<file path="src/rtl/reg_file_sb.sv">
`default_nettype none
// ============================================================================
// Module      : reg_file_sb
// Description : 16 x 16-bit register file for the ID stage. It has two
//               combinational read ports and one write port, with same-cycle
//               write-to-read bypass. A per-register busy scoreboard flags
//               load-use hazards. R0 is hardwired to zero.
//
// Ports       : clk         - system clock, rising-edge state updates
//               rst         - asynchronous active-high reset
//               re0_addr    - read port 0 address
//               re1_addr    - read port 1 address
//               p0          - read port 0 data (src1 select mux, regSRC)
//               p1          - read port 1 data (ALU src0 path)
//               we          - write enable from WB
//               dst_addr    - write address
//               dst         - write data
//               claim       - mark claim_addr busy (late-result load issued)
//               claim_addr  - register being claimed
//               busy0/busy1 - port source still pending writeback
//               stall       - busy0 | busy1
//
// Revision    : 1.0 - initial release
// ============================================================================
module reg_file_sb #(
    parameter int DATA_W = 16,
    parameter int ADDR_W = 4
) (
    input  logic              clk,
    input  logic              rst,
    input  logic [ADDR_W-1:0] re0_addr,
    input  logic [ADDR_W-1:0] re1_addr,
    output logic [DATA_W-1:0] p0,
    output logic [DATA_W-1:0] p1,
    input  logic              we,
    input  logic [ADDR_W-1:0] dst_addr,
    input  logic [DATA_W-1:0] dst,
    input  logic              claim,
    input  logic [ADDR_W-1:0] claim_addr,
    output logic              busy0,
    output logic              busy1,
    output logic              stall
);

    localparam int c_NUM_REGS = 2 ** ADDR_W;

    logic [DATA_W-1:0]     r_mem [c_NUM_REGS];
    logic [c_NUM_REGS-1:0] r_busy;

    // Writes and claims that target R0 have no effect.
    logic w_wr_en;
    logic w_claim_en;

    assign w_wr_en    = we    && (dst_addr   != '0);
    assign w_claim_en = claim && (claim_addr != '0);

    // ------------------------------------------------------------------------
    // Register storage. Entry 0 is cleared on reset and never written.
    // ------------------------------------------------------------------------
    always_ff @(posedge clk or posedge rst) begin
        if (rst) begin
            for (int i = 0; i < c_NUM_REGS; i++) begin
                r_mem[i] <= '0;
            end
        end else if (w_wr_en) begin
            r_mem[dst_addr] <= dst;
        end
    end

    // ------------------------------------------------------------------------
    // Busy scoreboard. A claim takes priority over a writeback to the same
    // register: a new load has been issued for a register whose previous
    // value is only now returning. Claims and writebacks to different
    // registers both take effect.
    // ------------------------------------------------------------------------
    always_ff @(posedge clk or posedge rst) begin
        if (rst) begin
            r_busy <= '0;
        end else begin
            r_busy[0] <= 1'b0;
            for (int i = 1; i < c_NUM_REGS; i++) begin
                if (w_claim_en && (claim_addr == ADDR_W'(i))) begin
                    r_busy[i] <= 1'b1;
                end else if (w_wr_en && (dst_addr == ADDR_W'(i))) begin
                    r_busy[i] <= 1'b0;
                end
            end
        end
    end

    // ------------------------------------------------------------------------
    // Read ports. A writeback to the address being read in the same cycle
    // forwards the write data and also clears the hazard. The value is
    // available now, even though the busy bit only drops at the edge.
    // ------------------------------------------------------------------------
    logic [ADDR_W-1:0] w_raddr [2];
    logic [DATA_W-1:0] w_rdata [2];
    logic              w_rbusy [2];

    assign w_raddr[0] = re0_addr;
    assign w_raddr[1] = re1_addr;

    generate
        for (genvar gp = 0; gp < 2; gp++) begin : g_rd_port
            logic w_hit;
            assign w_hit = we && (dst_addr == w_raddr[gp]);

            assign w_rdata[gp] = (w_raddr[gp] == '0) ? '0  :
                                 w_hit               ? dst :
                                                       r_mem[w_raddr[gp]];

            assign w_rbusy[gp] = r_busy[w_raddr[gp]] & ~w_hit;
        end
    endgenerate

    assign p0    = w_rdata[0];
    assign p1    = w_rdata[1];
    assign busy0 = w_rbusy[0];
    assign busy1 = w_rbusy[1];
    assign stall = w_rbusy[0] | w_rbusy[1];

endmodule
`default_nettype wire

</file>
<file path="config.mk">
export PLATFORM = sky130hd
export DESIGN_NAME = reg_file_sb
export DESIGN_NICKNAME = d
export VERILOG_FILES = /design/src/rtl/reg_file_sb.sv
export SDC_FILE = /design/constraint.sdc
export NUM_CORES = 1
export LEC_CHECK = 0
export CAP_MARGIN = 20
export CORE_MARGIN = 1.5
export CORE_UTILIZATION = 55
export DETAILED_ROUTE_END_ITERATION = 10
export PLACE_DENSITY_LB_ADDON = 0.05
export RECOVER_POWER = 25
export SLEW_MARGIN = 30
export SYNTH_ARGS = -nofsm -noshare
export SYNTH_HDL_FRONTEND = slang
export SYNTH_SLANG_ARGS = --single-unit
</file>
<file path="constraint.sdc">
create_clock -name clk -period 28.9 [get_ports clk]
set_clock_uncertainty 0.2 [all_clocks]
set_input_delay 5.78 -clock clk [delete_from_list [all_inputs] [get_ports clk]]
set_output_delay 5.78 -clock clk [all_outputs]
set_load 0.05 [all_outputs]
</file>
After elaboration in Yosys (flattened, before gate mapping)
Cells that the tools add are included.
- memories: 0
- flip-flop bits (word level): 271
- latch bits: 0
- word-level logic and storage cells: 178
- output and inout port bits: 35
- bits in writable memories: 0
- memory bits (read-only): 0
- $add $sub $neg: 0
- equal/unequal tests: 32
- muxes and demuxes: 47
- multiply operators: 0
- $lt $le $gt $ge: 6
- bitwise operators: 8
- reductions and logical operators: 54
- div/mod/pow operators: 0
- shifts and indexed selects: 0
- operators with widths (operator ; count):
    256-bit bitwise mux ; 1
    16-bit two-way mux ; 9
    16-bit binary-select mux with 4-bit select ; 2
    16-bit demux with 4-bit select ; 1
    4-bit equality test (second input constant) ; 16
    1-bit logical AND ; 35
    4-bit by 3-bit equality test with 1-bit output (second input constant) ; 8
    1-bit two-way mux ; 32
    2-bit nonzero test ; 15
    4-bit by 2-bit equality test with 1-bit output (second input constant) ; 4
    5-bit >= comparator (second input constant) ; 3
    4-bit NOT with 5-bit output ; 3
    4-bit by 5-bit less-than comparator with 1-bit output (second input constant) ; 2
    1-bit binary-select mux with 4-bit select ; 2
    4-bit by 1-bit equality test with 1-bit output (second input constant) ; 2
    4-bit equality test ; 2
    4-bit zero test ; 2
    4-bit nonzero test ; 2
    5-bit by 1-bit less-than comparator with 1-bit output (second input constant) ; 1
    1-bit bitwise AND ; 2
    1-bit NOT ; 2
    1-bit bitwise OR ; 1

Depth between registers and ports, before layout
Gate-level depths: netlist of the first run.
- word-level depth: 6
- mapped depth: 7
- depth with buffers taken out: 4

Least setup slack after synthesis of the first run
No wires, ideal clock.
- path type: input port to output port
- from: input port re1_addr[0]
- to: output port stall
- path slack: 15.375 ns
- data required time: 22.920 ns
- path buffers: 2
- data arrival time: 7.545 ns
- stages: 6
- path through: buf_6 buf_12 mux4_2 nor2_1 or3_1 o22ai_1
- longest elaborated chain between the ends: 5
- elaborated cells on any way between the ends: 7
- classes of those cells: 1 x eq/ne; 2 x mux; 3 x bitwise; 1 x reduce/logical
- ends and longest elaborated chain (element ; line ; source):
    start, declared ; 32 ; input logic [ADDR_W-1:0] re1_addr,
    branches (longest 3 deep; another with 1-bit binary-select mux with 4-bit select) ; - ;
    1-bit bitwise AND (*) ; 112 ; assign w_rbusy[gp] = r_busy[w_raddr[gp]] & ~w_hit;
    1-bit bitwise OR (*) ; 120 ; assign stall = w_rbusy[0] | w_rbusy[1];
    end, declared ; 42 ; output logic stall
Mark *: on every way between the ends. The select of a mux whose other input is x is not followed.

Worst setup path after layout of the first run
- from: input port re1_addr[0]
- to: output port p1[8]
- longest elaborated chain between the ends: 6
- elaborated cells on any way between the ends: 9
- classes of those cells: 1 x eq/ne; 5 x mux; 1 x bitwise; 2 x reduce/logical
- ends and longest elaborated chain (element ; line ; source):
    4-bit NOT with 5-bit output (implied by the code) ; 110 ; r_mem[w_raddr[gp]];
    16-bit binary-select mux with 4-bit select ; 110 ;
    16-bit two-way mux (implied by the code) (2 in series) ; 110 ;
    16-bit two-way mux ; 109 ; w_hit ? dst :
    16-bit two-way mux (*) ; 108 ; assign w_rdata[gp] = (w_raddr[gp] == '0) ? '0 :
    end, declared ; 34 ; output logic [DATA_W-1:0] p1,
Every way passes the cells marked *; elsewhere a longest branch is shown, timed or not. The select of a mux whose other input is x is not followed.

==> results of run 1 <==
==> power breakdown <==
| part | internal [mW] | switching, mW |
|---|---|---|
| Sequential | 0.463 | 0.0603 |
| Clock | 0.252 | 0.161 |
| Combinational | 0.172 | 0.133 |
==> stage by stage <==
stage / setup slack, ps / instance area [um^2]
floorplan: 15380 / 14600
global placement: 13700 / 15300
detailed placement: 13650 / 15400
CTS: 13650 / 16400
global route: 13640 / 16500
finish: 13810 / 16500
==> worst max path at each step <==
stage	cells after the start	end	slack (ps)	from
finish	7	p1[8]	13810	re1_addr[0]
global route	7	p1[8]	13640	re1_addr[0]
CTS	6	p1[0]	13650	re1_addr[0]
detailed placement	6	p1[0]	13650	re1_addr[0]
global placement	6	p1[12]	13700	re1_addr[0]
floorplan	6	stall	15380	re1_addr[0]
==> metal layers <==
metal  vias up  wire length, um
li1       3903                -
met1      5009            16500
met2       327            18600
met3        73             2880
met4         0             1090
met5         -                0
==> synth_stat cells (all sizes together), types with 3 or more instances <==
| library cell | number |
|---|---|
| or2 | 3 |
| a21oi | 3 |
| nand2 | 11 |
| buf | 60 |
| or3 | 4 |
| a32o | 3 |
| a22o | 34 |
| o22ai | 64 |
| dfrtp | 271 |
| mux4 | 134 |
| nand2b | 9 |
| xor2 | 3 |
| nand3 | 3 |
| o21ai | 20 |
| xnor2 | 4 |
| nor2 | 43 |
| mux2 | 242 |
| mux2i | 4 |
| clkbuf | 51 |
| nor2b | 5 |
| inv | 6 |
==> cell usage in the layout (no fill, tap or decap), types with 3 or more instances in the layout <==
cell type                         instances
sky130_fd_sc_hd__a22o_1                  34
sky130_fd_sc_hd__a32o_1                   3
sky130_fd_sc_hd__buf_2                    4
sky130_fd_sc_hd__buf_4                   26
sky130_fd_sc_hd__bufinv_16                4
sky130_fd_sc_hd__clkbuf_16               31
sky130_fd_sc_hd__clkbuf_8                 8
sky130_fd_sc_hd__clkdlybuf4s50_1         63
sky130_fd_sc_hd__clkinv_2                 8
sky130_fd_sc_hd__dfrtp_1                271
sky130_fd_sc_hd__inv_1                    5
sky130_fd_sc_hd__mux2_1                   6
sky130_fd_sc_hd__mux2_2                 236
sky130_fd_sc_hd__mux2i_1                  4
sky130_fd_sc_hd__mux4_2                 134
sky130_fd_sc_hd__nand2_1                 10
sky130_fd_sc_hd__nand2b_1                 6
sky130_fd_sc_hd__nand2b_2                 3
sky130_fd_sc_hd__nor2_1                  34
sky130_fd_sc_hd__nor2_2                   9
sky130_fd_sc_hd__nor2b_1                  4
sky130_fd_sc_hd__o21ai_0                 20
sky130_fd_sc_hd__o22ai_1                 64
sky130_fd_sc_hd__or2_2                    3
sky130_fd_sc_hd__or3_1                    4
sky130_fd_sc_hd__xnor2_1                  4
sky130_fd_sc_hd__xor2_1                   3
==> flip-flops by register name (all words and copies together) (netlist names) <==
name,cells
r_busy,15
r_mem,256
==> layout make-up <==
class,instances,area share
sequential,271,0.412
timing repair buffer,96,0.0534
inverter,6,0.00144
tap,335,0.0255
clock buffer,41,0.0543
clock inverter,17,0.0122
multi-input combinational,606,0.441
antenna,2,0.000304
==> logic make-up after synthesis <==
| group | after synthesis |
|---|---|
| muxes | 380 |
| DFF | 271 |
| AOI/OAI and AO/OA | 129 |
| buffers and inverters | 117 |
| and+or+nand+nor | 90 |
| xor gates and xnor gates | 7 |
==> summary by stage, run 1 <==
Run status
The run finished, with violations left. The checks that failed: DRC, capacitance limit, slew limit.

Placement
During placement, the flow inserted port buffers numbering 70. The number of placed instances, taps included, is 1,314. The placer congestion estimate is 0.810. The HPWL after detailed placement is 23,000 um.

Setup path
The worst register-to-register path begins at r_mem[48]. Among cell families on the critical path, the largest total delay comes from buffers and inverters. The highest fanout seen on the critical path is 40. The most frequent cell on the critical path is sky130_fd_sc_hd__buf_4. The arrival time at the worst endpoint is 9110 ps.

For this run, the slowest stage of the critical path takes 700 ps. Counting cells, the worst reg-to-reg path comes to 1. The worst setup path is captured at a primary output. In this run the critical register-to-register path is captured at r_mem[48]. The number of buffers and inverters on the critical path is 3. The worst setup path is of the in2out kind.

The highest-delay cell along the critical path is sky130_fd_sc_hd__clkdlybuf4s50_1. The sort of element at the start of the critical path is a primary input. At the worst endpoint, the required time is 22,920 ps. Traced cell by cell, the critical path runs through buf_4 -> buf_4 -> mux4_2 -> o22ai_1 -> nor2_1 -> a22o_1 -> clkdlybuf4s50_1. The register-to-register path setup slack is 27,890 ps.

Synthesis
For this run, asynchronously set or reset flops after synthesis account for 1.00. Of the synthesized area, sequential elements account for 0.463. The synthesized instance count is 994.

The library cell occupying the most area in the post-synthesis netlist is sky130_fd_sc_hd__dfrtp_1. Of the total synthesized cell area, the portion taken by full adders, half adders and majority gates is 0. Ranked by total cell area, the synthesized netlist is headed by sky130_fd_sc_hd__dfrtp_1, sky130_fd_sc_hd__mux4_2, sky130_fd_sc_hd__mux2_2. The register bit count reported by yosys is 271. The post-synthesis compound-gate area fraction is 0.0606. The mapped netlist covers 14,600 um^2.

A synthesized cell averages 14.7 um^2. The primary flip-flop cell chosen by synthesis mapping is sky130_fd_sc_hd__dfrtp_1. The number of nets produced by synthesis is 1,030. The number of enable-type register cells in the synthesized netlist is 0. Of the total synthesized cell area, the portion taken by AND, OR, NAND and NOR gates is 0.0326.

The proportion of netlist area held by the largest area contributor is 0.463. The multiplexer area fraction after synthesis is 0.395. Yosys printed 0 warnings. Counting distinct cell types in the post-synthesis netlist gives 41.

By area, the combinational part of the netlist is dominated by multiplexers. Of the total synthesized cell area, the portion taken by XOR and XNOR cells is 0.00419.

Die
The width of the die is 166 um. The die covers 27,600 um^2. The die outline height is 166 um. The effective utilization at floorplan is 0.560. The number of standard-cell rows in the floorplan is 59. The core region is 26,100 um^2. The I/O pin count is 71.

Drt
In the routed design, unresolved DRC markers number 24. The post-detailed-route wirelength per cell is 28.4 um. Summing over every cut layer, the via total after detailed routing is 9,312.

The iteration count of the initial detailed-routing pass is 8. Using the TritonRoute via totals, the vias-per-cell ratio works out to 6.78. The count of antenna-violating nets left after detailed routing is 0. The DRC marker count from the first detailed-route iteration is 862.

After detailed routing, the total wire length is 39,000 um.

Worst hold path
In this run the most critical hold path is launched from r_mem[241]. Counting instances, the worst hold path has a depth of 0. The worst hold path belongs to the class reg2reg.

For hold timing, the worst endpoint is r_mem[241].

STA
After routing, the total negative slack on setup checks comes to 0 ps. The max-slew violation count was 145. Based on the critical path, the design can be clocked at up to 66.3 MHz. Setup violations remaining at the end of the flow were counted as 0. At the pin with the least slew margin, the transition time is 6550 ps. The total count of hold-check failures in the final report was 0. The remaining max-slew budget at the tightest pin is -3.39.

The share of the clock period used by the worst path is 0.522. The final critical delay including setup and external delays is 15,090 ps. Across all hold checks on the routed design, the worst slack comes to 195 ps. Setup repair after global routing left no endpoint under its margin.

Cells and area
The filler cells instantiated in the layout total 2,010. The area occupied by multi-input gates is 7260 um^2. The share of post-route cells with drive strength above 1 is 0.466. The final standard cell count with taps included and fillers excluded is 1,374. Compared with the post-synthesis result, the final layout area differs by 12.4%.

The post-route core utilization is 0.630. The layout net count is 1,048. Summing all flip-flop and latch instances after layout gives 6780 um^2.

Flow run
The reported max-cap violation count is 1.

GRT
The number of global-route vias before repair was 9,673. Entering global routing, the biggest net connects 145 pins. The initial antenna violation count is 1.

Global routing finished with a remaining overflow of 0. The all-layer global routing usage is 0.291. The most crowded layer after global routing is met2.

For this run, global-route usage on met3 was measured as 0.0601. The met2 layer usage reported by global route is 0.463. The met1 demand-to-capacity share in global routing is 0.407.

The first global-routing pass estimated 60,400 um of wire.

Clock tree
The H-tree depth reported by CTS is 1. TritonCTS built the clock tree. The clock reaches the later pin of the worst-skew pair after 560 ps.

The cell at the root of the clock tree is sky130_fd_sc_hd__clkbuf_16. The clock-pin transition on the worst setup and hold timing paths is 60 ps. Counting along the longest clock path gives a buffer depth of 3. Clock tree synthesis inserted a total of 31 buffers. In this run, post-CTS repair resized a total of 0 instances. The buffer count from post-CTS setup fixing is 0. The number of hold buffers added after CTS was 0. The tree built by TritonCTS fans out to 271 sinks.

Power and ir drop
The analysis attributes to cell leakage a power of 6.79 nW. The worst-case IR drop observed on VDD is 0.0501 mV. The completed layout was analyzed and its total power is 1.24 mW. The areal power density over the cells is 75.5 nW/um^2.
Note: power is estimated with default switching activity, not from simulation.
==> run 2, diff against run 1 <==
Clock period 28.9 ns to 12.36 ns, I/O delays scaled along.
==> run 2 against run 1 <==
- the run still ends with DRC, capacitance limit, slew limit left
- sequential share of layout area is 0.21 points higher
- clock power is 120% higher
- setup slack worse by 9900 ps
- count of clock-buffer cells in the layout is 2 higher
- flip-flop and latch count stayed put
- combinational power is 130% higher
- register-to-register slack worse by 17000 ps
- first-iteration DRC count is 12% lower
- hold slack better by 3.3 ps
- die area stayed put
- critical path type unchanged
- critical endpoint is now p1[9]
- largest cell class unchanged
==> summary by stage, run 2 (synthesis gave the netlist of run 1 again) <==
Placement
The count of buffers inserted at the top-level ports is 70 (unchanged). The cell count after placement came to 1,315 (+0.076%). The placement-stage cell area is 15,400 um^2 (about the same). The placer congestion estimate is 0.812 (+0.22%). The HPWL after detailed placement is 23,000 um (+0.17%).

Die
The placeable core region is 26,100 um^2 (unchanged). The I/O pin count is 71 (unchanged). The effective utilization at floorplan is 0.560 (unchanged). The width of the die is 166 um (unchanged). The die outline height is 166 um (unchanged). The number of standard-cell rows in the floorplan is 59 (unchanged). The area of the die is 27,600 um^2 (unchanged).

Setup path
The worst setup path is captured at a primary output. The sort of element at the start of the critical path is a primary input. The largest incremental delay on the critical path is 690 ps (about the same). The highest fanout seen on the critical path is 40 (unchanged). The type of the setup path with the least slack is in2out. By instance count, the cell type seen most on the critical path is sky130_fd_sc_hd__buf_4. In this run the critical register-to-register path is captured at r_mem[223]. The worst reg2reg path depth was 1 (unchanged). The highest-delay cell along the critical path is sky130_fd_sc_hd__buf_4.

The arrival time at the worst endpoint is 5750 ps (-3360 ps). The required arrival time at the worst endpoint was 9690 ps (-13,230 ps). Traced cell by cell, the critical path runs through buf_4 -> buf_4 -> mux4_2 -> o22ai_1 -> nor2_1 -> a22o_1 -> clkdlybuf4s50_1. In this run the critical register-to-register path is launched from r_mem[223]. The register-to-register path setup slack is 11,350 ps (-16,540 ps).

Power and ir drop
The portion of total power attributed to the clock network came to 0.314 (-0.019). The leakage power total is 6.75 nW (-0.54%). The worst ir drop on vdd is 0.129 mV (+160%). The sequential share of power came to 0.434 (+0.012). The switching power of the nets is 819 uW (+130%). The internal power contribution came to 2.01 mW (+130%).

The relative contribution of combinational cells to total power is 0.252 (+0.006). The switching share of power is 0.289 (+0.00399). The areal power density over the cells is 173 nW/um^2 (+130%).

Cells and area
The area growth from synthesis to layout is 11.8%. The most frequent standard cell in the layout excluding fill and tap cells is sky130_fd_sc_hd__dfrtp_1. The final standard cell area without fillers is 16,400 um^2 (-0.50%). The top cell types in the final layout, fill and taps aside, are sky130_fd_sc_hd__dfrtp_1, sky130_fd_sc_hd__mux2_2, sky130_fd_sc_hd__mux4_2, sky130_fd_sc_hd__o22ai_1, sky130_fd_sc_hd__clkdlybuf4s50_1.

The layout net count is 1,050 (+0.19%). The final standard cell count with taps included and fillers excluded is 1,368 (-0.44%). The share of post-route cells with drive strength above 1 is 0.460 (-0.00550). The number of flip-flops in the largest register came to 256 (unchanged). The fill cell total of the finished layout came to 2,031 (+1.0%). The largest registers in the layout are r_mem x256, r_busy x15. The most flop-heavy register is r_mem.

Run status
The run finished, with violations left. The final reports fail on DRC, capacitance limit, slew limit.

Worst hold path
The startpoint identified for the worst hold timing path is r_mem[241]. In this run the worst hold path is classified as reg2reg. The worst hold path cell count is 0 (unchanged). The destination of the worst hold path is r_mem[241].

Clock tree
The total clock buffers created by CTS is 31 (unchanged). The clock-pin transition on the worst setup and hold timing paths is 60 ps (about the same). The hold buffer count at CTS was 0 (unchanged). The number of instances resized during post-cts repair is 0 (unchanged). The buffer count from post-CTS setup fixing is 0 (unchanged). TritonCTS built the clock tree.

The clock latency of the later-clocked register in the worst-skew pair was 560 ps (about the same). The H-tree depth reported by CTS is 1 (unchanged). The number of sinks on the clock net is 271 (unchanged). The cell at the root of the clock tree is sky130_fd_sc_hd__clkbuf_16. The maximum number of buffers from clock root to sink came to 3 (unchanged).

Drt
The iteration count of the initial detailed-routing pass was 9 (+1). The overall via count from detail_route was 9,371 (+0.63%). The total length of routed wires is 39,000 um (unchanged). The via density per instance is 6.85 (+1.1%). The post-route DRC violation count is 12 (-50%). The DRC marker count from the first detailed-route iteration came to 759 (-12%). The post-detailed-route wirelength per cell is 28.5 um (+0.44%). The count of antenna-violating nets left after detailed routing is 0 (unchanged).

STA
The post-route setup TNS is 0 ps (unchanged). The worst-case hold slack came to 198 ps (+3.28 ps). The remaining max-slew budget at the tightest pin came to -3.16 (+0.229). The transition at the pin with the smallest max-transition slack came to 6210 ps (-342 ps). Setup repair after global routing left no endpoint under its margin. The max-slew violation count was 138 (-4.8%). Of the available clock period, the critical path in the final layout requires 0.681. The total count of hold-check failures in the final report is 0 (unchanged). Subtracting the final worst setup slack from the clock period gives 8420 ps. The setup violation total in the final timing report came to 0 (unchanged). Static timing analysis puts the maximum clock frequency at 119 MHz.

GRT
The first-pass GRT wire length is 61,000 um (+1.1%). The maximum number of pins on one net before global-route repair is 138 (-4.8%). The total grt overflow is 0 (unchanged). The initial antenna violation count is 1 (unchanged).

The number of global-route vias before repair came to 9,605 (-0.70%). The all-layer global routing usage is 0.295 (+0.00402).

Flow run
The reported max-cap violation count came to 1 (unchanged).
## run 2: cell types whose count changed in the layout (fill, tap and decap cells not counted), sizes merged
cell	previous run	this run
buf	32	34
bufinv	4	1
clkbuf	41	43
clkinv	10	5
clkinvlp	3	1
diode	2	1
inv	6	7
## run 2: metal layers
| metal | wire [um] | track usage | up-vias | share of wire |
|---|---|---|---|---|
| met2 | 18500 | 0.471 | 331 | 0.47 |
| met3 | 2510 | 0.0551 | 71 | 0.064 |
| met1 | 17100 | 0.422 | 5067 | 0.44 |
| met4 | 871 | 0.0710 | 0 | 0.022 |
| li1 | - | - | 3902 | - |
| met5 | 0 | 0 | - | 0 |
## run 2: worst max-delay path by stage
stage,start,end,slack [ps],cells past startpoint
after global routing,re1_addr[0],p1[9],3720,7
after floorplan,rst,r_busy[10],2220,1
after detailed placement,re1_addr[0],p1[12],3710,6
after global placement,re1_addr[0],p1[12],3780,6
final,re1_addr[0],p1[9],3940,7
after CTS,re1_addr[0],p1[1],3700,6
## run 2: cell type report
| type | instances | area (um^2) | area share |
|---|---|---|---|
| tap | 335 | 419 | 0.0256 |
| sequential | 271 | 6780 | 0.414 |
| multi-input combinational | 606 | 7250 | 0.443 |
| antenna | 1 | 2.50 | 0.000153 |
| clock buffer | 43 | 901 | 0.0550 |
| clock inverter | 8 | 76.3 | 0.00466 |
| timing repair buffer | 98 | 918 | 0.0561 |
| inverter | 6 | 23.8 | 0.00145 |
## run 2: power by group through the flow
stage,clock [mW],sequential (mW),combinational [mW]
after global routing,0.945,1.25,0.762
after floorplan,0,1.18,0.572
final,0.889,1.23,0.713
after CTS,0.904,1.22,0.716
after global placement,0,1.22,0.700
after detailed placement,0,1.23,0.714
## run 2: per-stage QoR
stage	utilization	setup WS, ps	total power [mW]
global route	0.627	3720	2.96
floorplan	-	2220	1.76
detailed placement	0.588	3710	1.95
finish	0.627	3940	2.83
CTS	0.625	3700	2.84
global placement	0.587	3780	1.92
## run 2: critical path, delay by kind of cell
family	cells	cell delay [ps]
buf+inv	3	1990
compound gates	2	470
simple gates	1	180
mux	1	590
